==> src/rtl/wb_retire_unit_pkg.sv <==
// Shared types and decode helpers for the write-back / retire unit.
// Holds the write-source enum, FSM state and captured-instruction struct.
package wb_retire_unit_pkg;

  localparam logic [6:0] OP_B_LOAD  = 7'b0000011;
  localparam logic [6:0] OP_B_STORE = 7'b0100011;

  typedef enum logic [3:0] {
    WB_ALU  = 4'd0,
    WB_BR   = 4'd1,
    WB_UIMM = 4'd2,
    WB_LINK = 4'd3,
    WB_LB   = 4'd4,
    WB_LBU  = 4'd5,
    WB_LH   = 4'd6,
    WB_LHU  = 4'd7,
    WB_LW   = 4'd8,
    WB_LWU  = 4'd9,
    WB_LD   = 4'd10
  } wb_sel_t;

  typedef enum logic [1:0] {
    EMPTY  = 2'd0,
    WAIT   = 2'd1,
    RETIRE = 2'd2
  } wb_state_t;

  typedef struct packed {
    logic [31:0] pc;
    logic [6:0]  opcode;
    logic [4:0]  rd;
    logic        regf_we;
    wb_sel_t     wbsel;
    logic [2:0]  addr_lo;
  } wb_hold_t;

  function automatic logic is_mem_op(input logic [6:0] opcode);
    return (opcode == OP_B_LOAD) || (opcode == OP_B_STORE);
  endfunction

  // Stores are word-sized; LWU/LD only exist on a 64-bit datapath.
  function automatic logic trap_check(input logic [6:0] opcode, input wb_sel_t wbsel,
                                      input logic [2:0] addr_lo, input logic xlen64);
    logic t;
    t = 1'b0;
    if (opcode == OP_B_STORE) begin
      t = (addr_lo[1:0] != 2'b00);
    end else if (opcode == OP_B_LOAD) begin
      case (wbsel)
        WB_LH, WB_LHU: t = addr_lo[0];
        WB_LW:         t = (addr_lo[1:0] != 2'b00);
        WB_LWU:        t = !xlen64 || (addr_lo[1:0] != 2'b00);
        WB_LD:         t = !xlen64 || (addr_lo != 3'b000);
        default:       t = 1'b0;
      endcase
    end else begin
      t = 1'b0;
    end
    return t;
  endfunction

endpackage

==> src/rtl/wb_retire_unit_if.sv <==
// MEM -> write-back instruction handshake, one instruction per accepted cycle.
interface wb_retire_unit_if #(parameter int XLEN = 32);
  import wb_retire_unit_pkg::*;

  logic            in_valid;
  logic            in_ready;
  logic [31:0]     in_pc;
  logic [6:0]      in_opcode;
  logic [4:0]      in_rd;
  logic            in_regf_we;
  wb_sel_t         in_wbsel;
  logic [XLEN-1:0] in_result;
  logic [2:0]      in_addr_lo;

  modport master (
    output in_valid, in_pc, in_opcode, in_rd, in_regf_we, in_wbsel, in_result, in_addr_lo,
    input  in_ready
  );

  modport slave (
    input  in_valid, in_pc, in_opcode, in_rd, in_regf_we, in_wbsel, in_result, in_addr_lo,
    output in_ready
  );
endinterface

==> src/rtl/wb_retire_unit_load_align.sv <==
// Combinational load extractor: shifts the addressed lane down and sign/zero extends.
module wb_load_align
  import wb_retire_unit_pkg::*;
#(
  parameter int XLEN = 32
) (
  input  logic [XLEN-1:0] rdata,
  input  logic [2:0]      offset,
  input  wb_sel_t         wbsel,
  output logic [XLEN-1:0] data
);

  logic [2:0]      off_s;
  logic [XLEN-1:0] sh_s;

  // Byte offset only spans the datapath width; shift the addressed lane to bit 0.
  always_comb begin
    off_s = (XLEN == 64) ? offset : {1'b0, offset[1:0]};
    sh_s  = rdata >> {off_s, 3'b000};
  end

  // Select access size and extension.
  always_comb begin
    data = '0;
    case (wbsel)
      WB_LB:   data = XLEN'(signed'(sh_s[7:0]));
      WB_LBU:  data = XLEN'(sh_s[7:0]);
      WB_LH:   data = XLEN'(signed'(sh_s[15:0]));
      WB_LHU:  data = XLEN'(sh_s[15:0]);
      WB_LW:   data = XLEN'(signed'(sh_s[31:0]));
      WB_LWU:  data = XLEN'(sh_s[31:0]);
      WB_LD:   data = rdata;
      default: data = '0;
    endcase
  end

endmodule

==> src/rtl/wb_retire_unit.sv <==
// Write-back / retire stage: holds memory ops until the dmem response, aligns load
// data, drives the register-file port and keeps retire/stall/error bookkeeping.
module wb_retire_unit
  import wb_retire_unit_pkg::*;
#(
  parameter int XLEN    = 32,
  parameter int ORDER_W = 64,
  parameter int STALL_W = 32
) (
  input  logic               clk,
  input  logic               rst,
  wb_retire_unit_if.slave    mem,
  input  logic               dmem_resp,
  input  logic [XLEN-1:0]    dmem_rdata,
  output logic               rf_we,
  output logic [4:0]         rf_rd,
  output logic [XLEN-1:0]    rf_wdata,
  output logic               commit,
  output logic [ORDER_W-1:0] order,
  output logic [STALL_W-1:0] stall_cnt,
  output logic               trap_misalign,
  output logic               resp_err
);

  wb_state_t          state_r;
  wb_hold_t           hold_r;
  logic [XLEN-1:0]    result_r;
  logic               rf_we_r;
  logic [4:0]         rf_rd_r;
  logic [XLEN-1:0]    rf_wdata_r;
  logic               commit_r;
  logic               trap_r;
  logic [ORDER_W-1:0] order_r;
  logic [STALL_W-1:0] stall_r;
  logic               resp_err_r;

  wb_hold_t           in_hold_s;
  logic               accept_s;
  logic               in_trap_s;
  logic               in_wait_s;
  logic [XLEN-1:0]    align_s;
  logic               ret_go_s;
  logic               ret_trap_s;
  wb_hold_t           ret_hold_s;
  logic [XLEN-1:0]    ret_data_s;

  function automatic logic [XLEN-1:0] src_data(input wb_sel_t sel, input logic [XLEN-1:0] res,
                                               input logic [31:0] pc);
    logic [XLEN-1:0] d;
    case (sel)
      WB_BR:   d = XLEN'(res[0]);
      WB_LINK: d = XLEN'(pc + 32'd4);
      default: d = res;
    endcase
    return d;
  endfunction

  assign mem.in_ready = (state_r != WAIT);
  assign accept_s     = mem.in_valid && (state_r != WAIT);

  // Snapshot of the incoming instruction and its routing decision.
  always_comb begin
    in_hold_s.pc      = mem.in_pc;
    in_hold_s.opcode  = mem.in_opcode;
    in_hold_s.rd      = mem.in_rd;
    in_hold_s.regf_we = mem.in_regf_we;
    in_hold_s.wbsel   = mem.in_wbsel;
    in_hold_s.addr_lo = mem.in_addr_lo;
    in_trap_s = trap_check(mem.in_opcode, mem.in_wbsel, mem.in_addr_lo, (XLEN == 64));
    in_wait_s = is_mem_op(mem.in_opcode) && !in_trap_s;
  end

  wb_load_align #(.XLEN(XLEN)) u_align (
    .rdata  (dmem_rdata),
    .offset (hold_r.addr_lo),
    .wbsel  (hold_r.wbsel),
    .data   (align_s)
  );

  // Retire source: the held op on a dmem response, otherwise the op being accepted.
  always_comb begin
    if (state_r == WAIT) begin
      ret_go_s   = dmem_resp;
      ret_trap_s = 1'b0;
      ret_hold_s = hold_r;
      ret_data_s = (hold_r.opcode == OP_B_LOAD) ? align_s
                                                : src_data(hold_r.wbsel, result_r, hold_r.pc);
    end else begin
      ret_go_s   = accept_s && !in_wait_s;
      ret_trap_s = in_trap_s;
      ret_hold_s = in_hold_s;
      ret_data_s = src_data(mem.in_wbsel, mem.in_result, mem.in_pc);
    end
  end

  // FSM with registered retire outputs and bookkeeping counters.
  always_ff @(posedge clk or negedge rst) begin
    if (!rst) begin
      state_r    <= EMPTY;
      hold_r     <= '0;
      result_r   <= '0;
      rf_we_r    <= 1'b0;
      rf_rd_r    <= 5'd0;
      rf_wdata_r <= '0;
      commit_r   <= 1'b0;
      trap_r     <= 1'b0;
      order_r    <= '0;
      stall_r    <= '0;
      resp_err_r <= 1'b0;
    end else begin
      rf_we_r  <= 1'b0;
      commit_r <= 1'b0;
      trap_r   <= 1'b0;
      if (dmem_resp && (state_r != WAIT)) begin
        resp_err_r <= 1'b1;
      end
      if ((state_r == WAIT) && !dmem_resp && (stall_r != {STALL_W{1'b1}})) begin
        stall_r <= stall_r + STALL_W'(1'b1);
      end
      if (ret_go_s) begin
        rf_we_r    <= ret_hold_s.regf_we && (ret_hold_s.rd != 5'd0) && !ret_trap_s;
        rf_rd_r    <= ret_hold_s.rd;
        rf_wdata_r <= ret_data_s;
        commit_r   <= !ret_trap_s;
        trap_r     <= ret_trap_s;
        if (!ret_trap_s) begin
          order_r <= order_r + ORDER_W'(1'b1);
        end
      end
      case (state_r)
        EMPTY, RETIRE: begin
          if (accept_s) begin
            hold_r   <= in_hold_s;
            result_r <= mem.in_result;
            state_r  <= in_wait_s ? WAIT : RETIRE;
          end else begin
            state_r <= EMPTY;
          end
        end
        WAIT: begin
          state_r <= dmem_resp ? RETIRE : WAIT;
        end
        default: state_r <= EMPTY;
      endcase
    end
  end

  assign rf_we         = rf_we_r;
  assign rf_rd         = rf_rd_r;
  assign rf_wdata      = rf_wdata_r;
  assign commit        = commit_r;
  assign order         = order_r;
  assign stall_cnt     = stall_r;
  assign trap_misalign = trap_r;
  assign resp_err      = resp_err_r;

endmodule

==> src/flat_wrapper.sv <==
// flat-port wrapper written by rule: the top's interface ports become plain ports
module wb_retire_unit_flat import wb_retire_unit_pkg::*;
#(
  parameter int XLEN    = 32,
  parameter int ORDER_W = 64,
  parameter int STALL_W = 32
)
  (clk, rst, dmem_resp, dmem_rdata, rf_we, rf_rd, rf_wdata, commit, order, stall_cnt, trap_misalign, resp_err, mem_in_valid, mem_in_pc, mem_in_opcode, mem_in_rd, mem_in_regf_we, mem_in_wbsel, mem_in_result, mem_in_addr_lo, mem_in_ready);
  wb_retire_unit_if #(.XLEN(XLEN)) mem_i ();
  input  logic clk;
  input  logic rst;
  input  logic dmem_resp;
  input  logic [XLEN-1:0] dmem_rdata;
  output logic rf_we;
  output logic [4:0] rf_rd;
  output logic [XLEN-1:0] rf_wdata;
  output logic commit;
  output logic [ORDER_W-1:0] order;
  output logic [STALL_W-1:0] stall_cnt;
  output logic trap_misalign;
  output logic resp_err;
  input wire logic [$bits(mem_i.in_valid)-1:0] mem_in_valid;
  input wire logic [$bits(mem_i.in_pc)-1:0] mem_in_pc;
  input wire logic [$bits(mem_i.in_opcode)-1:0] mem_in_opcode;
  input wire logic [$bits(mem_i.in_rd)-1:0] mem_in_rd;
  input wire logic [$bits(mem_i.in_regf_we)-1:0] mem_in_regf_we;
  input wire logic [$bits(mem_i.in_wbsel)-1:0] mem_in_wbsel;
  input wire logic [$bits(mem_i.in_result)-1:0] mem_in_result;
  input wire logic [$bits(mem_i.in_addr_lo)-1:0] mem_in_addr_lo;
  output wire logic [$bits(mem_i.in_ready)-1:0] mem_in_ready;
  assign mem_i.in_valid = mem_in_valid;
  assign mem_i.in_pc = mem_in_pc;
  assign mem_i.in_opcode = mem_in_opcode;
  assign mem_i.in_rd = mem_in_rd;
  assign mem_i.in_regf_we = mem_in_regf_we;
  assign mem_i.in_wbsel = mem_in_wbsel;
  assign mem_i.in_result = mem_in_result;
  assign mem_i.in_addr_lo = mem_in_addr_lo;
  assign mem_in_ready = mem_i.in_ready;
  wb_retire_unit #(.XLEN(XLEN), .ORDER_W(ORDER_W), .STALL_W(STALL_W)) u_core (.clk(clk), .rst(rst), .mem(mem_i), .dmem_resp(dmem_resp), .dmem_rdata(dmem_rdata), .rf_we(rf_we), .rf_rd(rf_rd), .rf_wdata(rf_wdata), .commit(commit), .order(order), .stall_cnt(stall_cnt), .trap_misalign(trap_misalign), .resp_err(resp_err));
endmodule
==> config.mk <==
export PLATFORM = sky130hd
export DESIGN_NAME = wb_retire_unit_flat
export DESIGN_NICKNAME = d
export VERILOG_FILES = /design/src/rtl/wb_retire_unit_pkg.sv /design/src/rtl/wb_retire_unit_if.sv /design/src/rtl/wb_retire_unit_load_align.sv /design/src/rtl/wb_retire_unit.sv /design/src/flat_wrapper.sv
export SDC_FILE = /design/constraint.sdc
export NUM_CORES = 1
export LEC_CHECK = 0
export ABC_CLOCK_PERIOD_IN_PS = 2700
export CAP_MARGIN = 30
export CORE_AREA = 2 2 157 159
export CTS_CLUSTER_DIAMETER = 120
export DETAILED_ROUTE_END_ITERATION = 10
export DIE_AREA = 0 0 159 161
export PLACE_DENSITY = 0.77
export SYNTH_ARGS = -nofsm -noshare
export SYNTH_HDL_FRONTEND = slang
export SYNTH_SLANG_ARGS = --single-unit
==> constraint.sdc <==
create_clock -name clk -period 2.7 [get_ports clk]
set_input_delay 0.54 -clock clk [delete_from_list [all_inputs] [get_ports clk]]
set_output_delay 0.54 -clock clk [all_outputs]
set_load 0.01 [all_outputs]
# Word-level counts from Yosys, hierarchy flattened
# Index checks and enable logic that the tools add are counted.
# W data, S select, Z words.
# totals
register_bits	223
inputBits	120
output_inout_bits	138
# op_classes
add_sub_neg	4
eq_ne	23
shifts	1
n_mux	18
bitwise	1
reduce_logical	22
# ops
op	n
$pmux W32 S6	1
$pmux W32 S2	2
$add A32 B3 Y32 const B	2
$add A64 B1 Y64 const B	1
$mux W32	2
$add A32 B1 Y32 const B	1
$ne A32 B32 Y1 const B	1
$shr A32 B5 Y32	1
$eq A4 B3 Y1 const B	6
$eq A4 B4 Y1 const B	6
$eq A7 B2 Y1 const B	2
$mux W13	1
$eq A4 B1 Y1 const B	2
$eq A4 B2 Y1 const B	2
$logic_and A1 B1 Y1	8
$reduce_or A2 Y1	4
$eq A7 B6 Y1 const B	1
$mux W1	7
$mux W2	3
$reduce_bool A5 Y1	1
$logic_not A1 Y1	4
$pmux W2 S2	1
$reduce_and A2 Y1	2
$pmux W1 S3	1
other kinds (7)	7

# Depth between registers and ports, before layout
# logic_depth
word_depth	11
mapped_depth	9

# Cells and area by module
# Synthesis repeated with hierarchy kept, for this count alone.
# hier_totals
hier_cells	1219
area_unflattened_um2	12449.4
# modules_own_cells
mod	n_inst	cells_per_inst	area_per_inst_um2	seq_area_each_um2
wb_retire_unit	1	1129	11593.6	5580.4
wb_load_align	1	90	855.8	0.0

# Worst setup path after synthesis
# Ideal clock, no wire load.
# synth_timing
path_kind	input to register
startpoint	input port mem_in_opcode[3]
endpoint	register u_core.rf_wdata_r[30] (netlist: u_core.rf_wdata[30])
arrival_time_ns	2.155
required_time_ns	2.580
slack_ns	0.425
path_stages	7
path_buffers	2
path_cell_list	or4_1 > nor2_1 > o21ai_1 > a31o_2 > buf_2 > buf_2 > a31o_2
# synth_via
elab_chain_len	8
# synth_rtl
item	line_no	source
start, declared	flat_wrapper.sv:24	input wire logic [$bits(mem_i.in_opcode)-1:0] mem_in_opcode;
$eq A7 B2 Y1	wb_retire_unit_pkg.sv:38, wb_retire_unit_pkg.sv:48	
$mux W1	wb_retire_unit_pkg.sv:48	end else if (opcode == OP_B_LOAD) begin
$mux W1	wb_retire_unit_pkg.sv:46	if (opcode == OP_B_STORE) begin
$logic_not A1 Y1	wb_retire_unit.sv:70	in_wait_s = is_mem_op(mem.in_opcode) && !in_trap_s;
$logic_and A1 B1 Y1 *	wb_retire_unit.sv:70	
$logic_not A1 Y1 *	wb_retire_unit.sv:89	ret_go_s = accept_s && !in_wait_s;
$logic_and A1 B1 Y1 *	wb_retire_unit.sv:89	
$mux W1 *	wb_retire_unit.sv:82	if (state_r == WAIT) begin
end signal, assigned	wb_retire_unit.sv:123	rf_wdata_r <= ret_data_s;
end, declared	wb_retire_unit.sv:30	logic [XLEN-1:0] rf_wdata_r;
# Every way passes the cells marked *; elsewhere a longest branch is shown, timed or not.
# A chain may end at the register's enable or synchronous reset.

# Final worst setup path
# layout_timing
startpoint	register u_core.state_r[0]
endpoint	output port mem_in_ready
# layout_via
elab_chain_len	1
# layout_rtl
item	line_no	source
start, declared	wb_retire_unit.sv:25	wb_state_t state_r;
start signal, assigned	wb_retire_unit.sv:135	state_r <= in_wait_s ? WAIT : RETIRE;
start signal, assigned	wb_retire_unit.sv:141	state_r <= dmem_resp ? RETIRE : WAIT;
$ne A2 B1 Y1	wb_retire_unit.sv:58	assign mem.in_ready = (state_r != WAIT);
end, declared	flat_wrapper.sv:30	output wire logic [$bits(mem_i.in_ready)-1:0] mem_in_ready;
# No other way between the ends.

==> run metrics <==
status finished clean; syn nets around 1.4k; crit end category primary output; Leakage Power approximately 7 nW; Slew Limit Fails 0; final setup vio count 0; Yosys warnings 0; die footprint roughly 26,000 µm²; post-place setup slack -0.173 ns; Root Buffer Master clkbuf_16; Post-Synth Adder-Cell Area 0.408%; Period minus WS final around 2.6 ns; Synth Flop Type dfrtp_1; largest net degree at the start of global routing a little over 70; DRT Pass-1 Iters 6; nets@finish about 1.7k; CTS sink cnt between 200 and 250; maximum fanout along the worst path 11; Final WS setup 0.0667 ns; H-tree Lvls 1; synthesis-stage register bit count around 220; total CTS buffers 25; xor/xnor share of the synthesized area 10.2%; GP Congestion around 0.99; most common cell in the netlist dfrtp_1; VDD IR max roughly 0.49 mV; Hold Vio Cnt, Final 0; post-synthesis compound-gate area fraction approximately an eighth; clk_lat worst skew ~0.53 ns; vias in the first global route 11.4k; initial antenna violation count 3; Row Count 57; Post-synth top cells 222 x dfrtp_1, 135 x nand2_1, 92 x xnor2_1; global-route wire length before repair ~63,000 µm; postcts setup bufs 0; Yosys cell types about 70; DPL Wire Length about 29,000 µm; max-cap viol count 0; worst slew pin tran between 1 and 1.5 ns; simple-gate share of the synthesized area between 15 and 20%; Finished Layout Cells approximately 1.9k; Mapped Area 12,300 µm²; final clock skew between 0.015 and 0.02 ns; RSZ-0062 raised after global routing no; largest family of logic cells by synthesized area simple AND/OR/NAND/NOR gates; ratio of cells with drive above 1 in the final layout ~17%; Post-synth EDFFs 0; Initial Util between 50 and 60%; share of the synthesized area in the top cell type around 45%; IO buf count between 200 and 300; power density cells 549 nW/µm²; post-route ant nets 0; Layout area overhead 36.9%; syn avg cell area roughly 10 µm²; via density per instance 6.01; hold_ws 0.456 ns; core area between 20,000 and 25,000 µm²; worst hold-check path type reg2reg; Chip Height ~160 µm; Residual DRC 0; Async SR Flop Fraction 100%; drt initial violations 880; Startpoint Class flip-flop; crit share post-route 97.5%; Slew headroom 30.3%; CTS tree yes; Die Width about 160 µm; clock-pin slew on the worst setup and hold paths about 0.060 ns; CTS resizes 0; worst path arrival time around 2.1 ns; Gate Count Post-Synth ~1.2k; average wire per standard cell roughly 21 µm; Max Root-Sink Buffers 3; Tot Pwr between 9 and 10 mW; sequential share of the synthesized area between 40% and 50%; most area-consuming cells after synthesis dfrtp_1 45%, mux2_2 7.3%, xnor2_1 6.6%, nand2_1 4.1%, xor2_1 3.6%; FF-to-FF path depth 7; dpl cells approximately 1.8k; Tot GR Track Use a little under a third; Overflow after GRT 0; cell taking the most area after synthesis dfrtp_1; Max Clock Freq 0.380 GHz; CP required 2.16 ns; I/O pin cnt between 200 and 300; Hold Path Depth 1; Vias between 10k and 15k; final wirelength 39,500 µm; Crit Path Category reg2out; mux share of post-synthesis cell area ~8.2%
## sequential cells by signal, indices dropped and copies added (netlist names)
| register | count |
|---|---|
| u_core.rf_wdata | 32 |
| u_core.order | 64 |
| u_core.hold_r | 51 |
| u_core.result_r | 32 |
| u_core.stall_cnt | 32 |
| u_core.state_r | 2 |
| u_core.commit | 1 |
| u_core.rf_rd | 5 |
| u_core.resp_err | 1 |
| u_core.rf_we | 1 |
| u_core.trap_misalign | 1 |
## cells by family after synthesis
| kind of cell | count (synthesis) |
|---|---|
| buffers and inverters | 80 |
| XOR/XNOR | 143 |
| adder cells (fa/ha/maj) | 4 |
| AO/OA/AOI/OAI | 228 |
| flip-flops | 222 |
| AND/OR/NAND/NOR | 462 |
| multiplexers | 91 |
## critical path, stage by stage (launching register included)
cell,delay [ns]
dfrtp_1,0.42
nor2b_2,0.19
inv_1,0.33
clkdlybuf4s50_1,0.63
## layout make-up
cell class / count / area, µm²
multi-input cells: 928 / 6390
repair buffers: 359 / 3440
flip-flops and latches: 222 / 5560
inverters: 17 / 63.8
fillers: 1803 / 7170
diodes: 2 / 5.00
clock buffers: 31 / 688
well taps: 324 / 405
clock inverters: 15 / 239
## metal layers
layer	global-route usage (%)	wire length (µm)	up-vias
met2	48.9	18000	570
met5	0	13	-
met3	7.63	3850	95
met4	9.88	1260	2
met1	41.0	16400	5568
li1	-	-	5168
## power breakdown
group,total [mW],internal (mW),switching [mW],leakage [nW]
sequential,3.82,3.57,0.245,2.79
combinational,1.60,0.829,0.775,3.73
clock,3.80,2.39,1.41,0.445
total,9.22,6.79,2.43,6.96
## what timing repair did
| action | CTS | global route |
|---|---|---|
| hold buffers | 1 | 0 |
| hold endpoints to repair | 42 | 0 |
| endpoints found under the setup margin | 0 | 0 |
## through the flow
stage	setup TNS (ns)	instance area (µm²)	util [%]
4_1_cts	0	16800	70.0
2_1_floorplan	0	12300	-
3_5_place_dp	-2.28	15800	66.1
3_3_place_gp	-0.701	15800	66.1
5_1_grt	0	16800	70.1
6_report	0	16800	70.1
## cell usage in the layout (no fill, tap or decap), types with 8 or more instances in the layout
cell type	instances
xor2_1	51
a21oi_1	44
mux2_2	79
and4_1	16
dfrtp_1	222
and2_1	10
buf_4	94
o221ai_1	10
and3_1	31
xnor2_1	92
nor2b_1	12
buf_12	8
a31oi_1	12
nand3_1	62
inv_1	17
nor4_1	15
nand4_1	51
nor2_1	60
clkbuf_16	25
clkdlybuf4s50_1	255
a211o_1	8
a22oi_1	8
nand2_1	135
mux2i_1	12
o21ai_0	41
a221oi_1	22
a211oi_1	8
nor3_1	23
## path summary, 6_finish.rpt
path                                  endpoint              start  slack [ns]
max                               mem_in_ready  u_core.state_r[0]        0.07
min                            u_core.resp_err    u_core.resp_err        0.46
max reg2reg                u_core.rf_wdata[17]   u_core.hold_r[1]        0.15
min reg2reg                    u_core.resp_err    u_core.resp_err        0.46
max in group asynchronous     u_core.order[42]                rst        1.38
min in group asynchronous  u_core.rf_wdata[24]                rst        0.57
(Power assumes the default switching activity.)
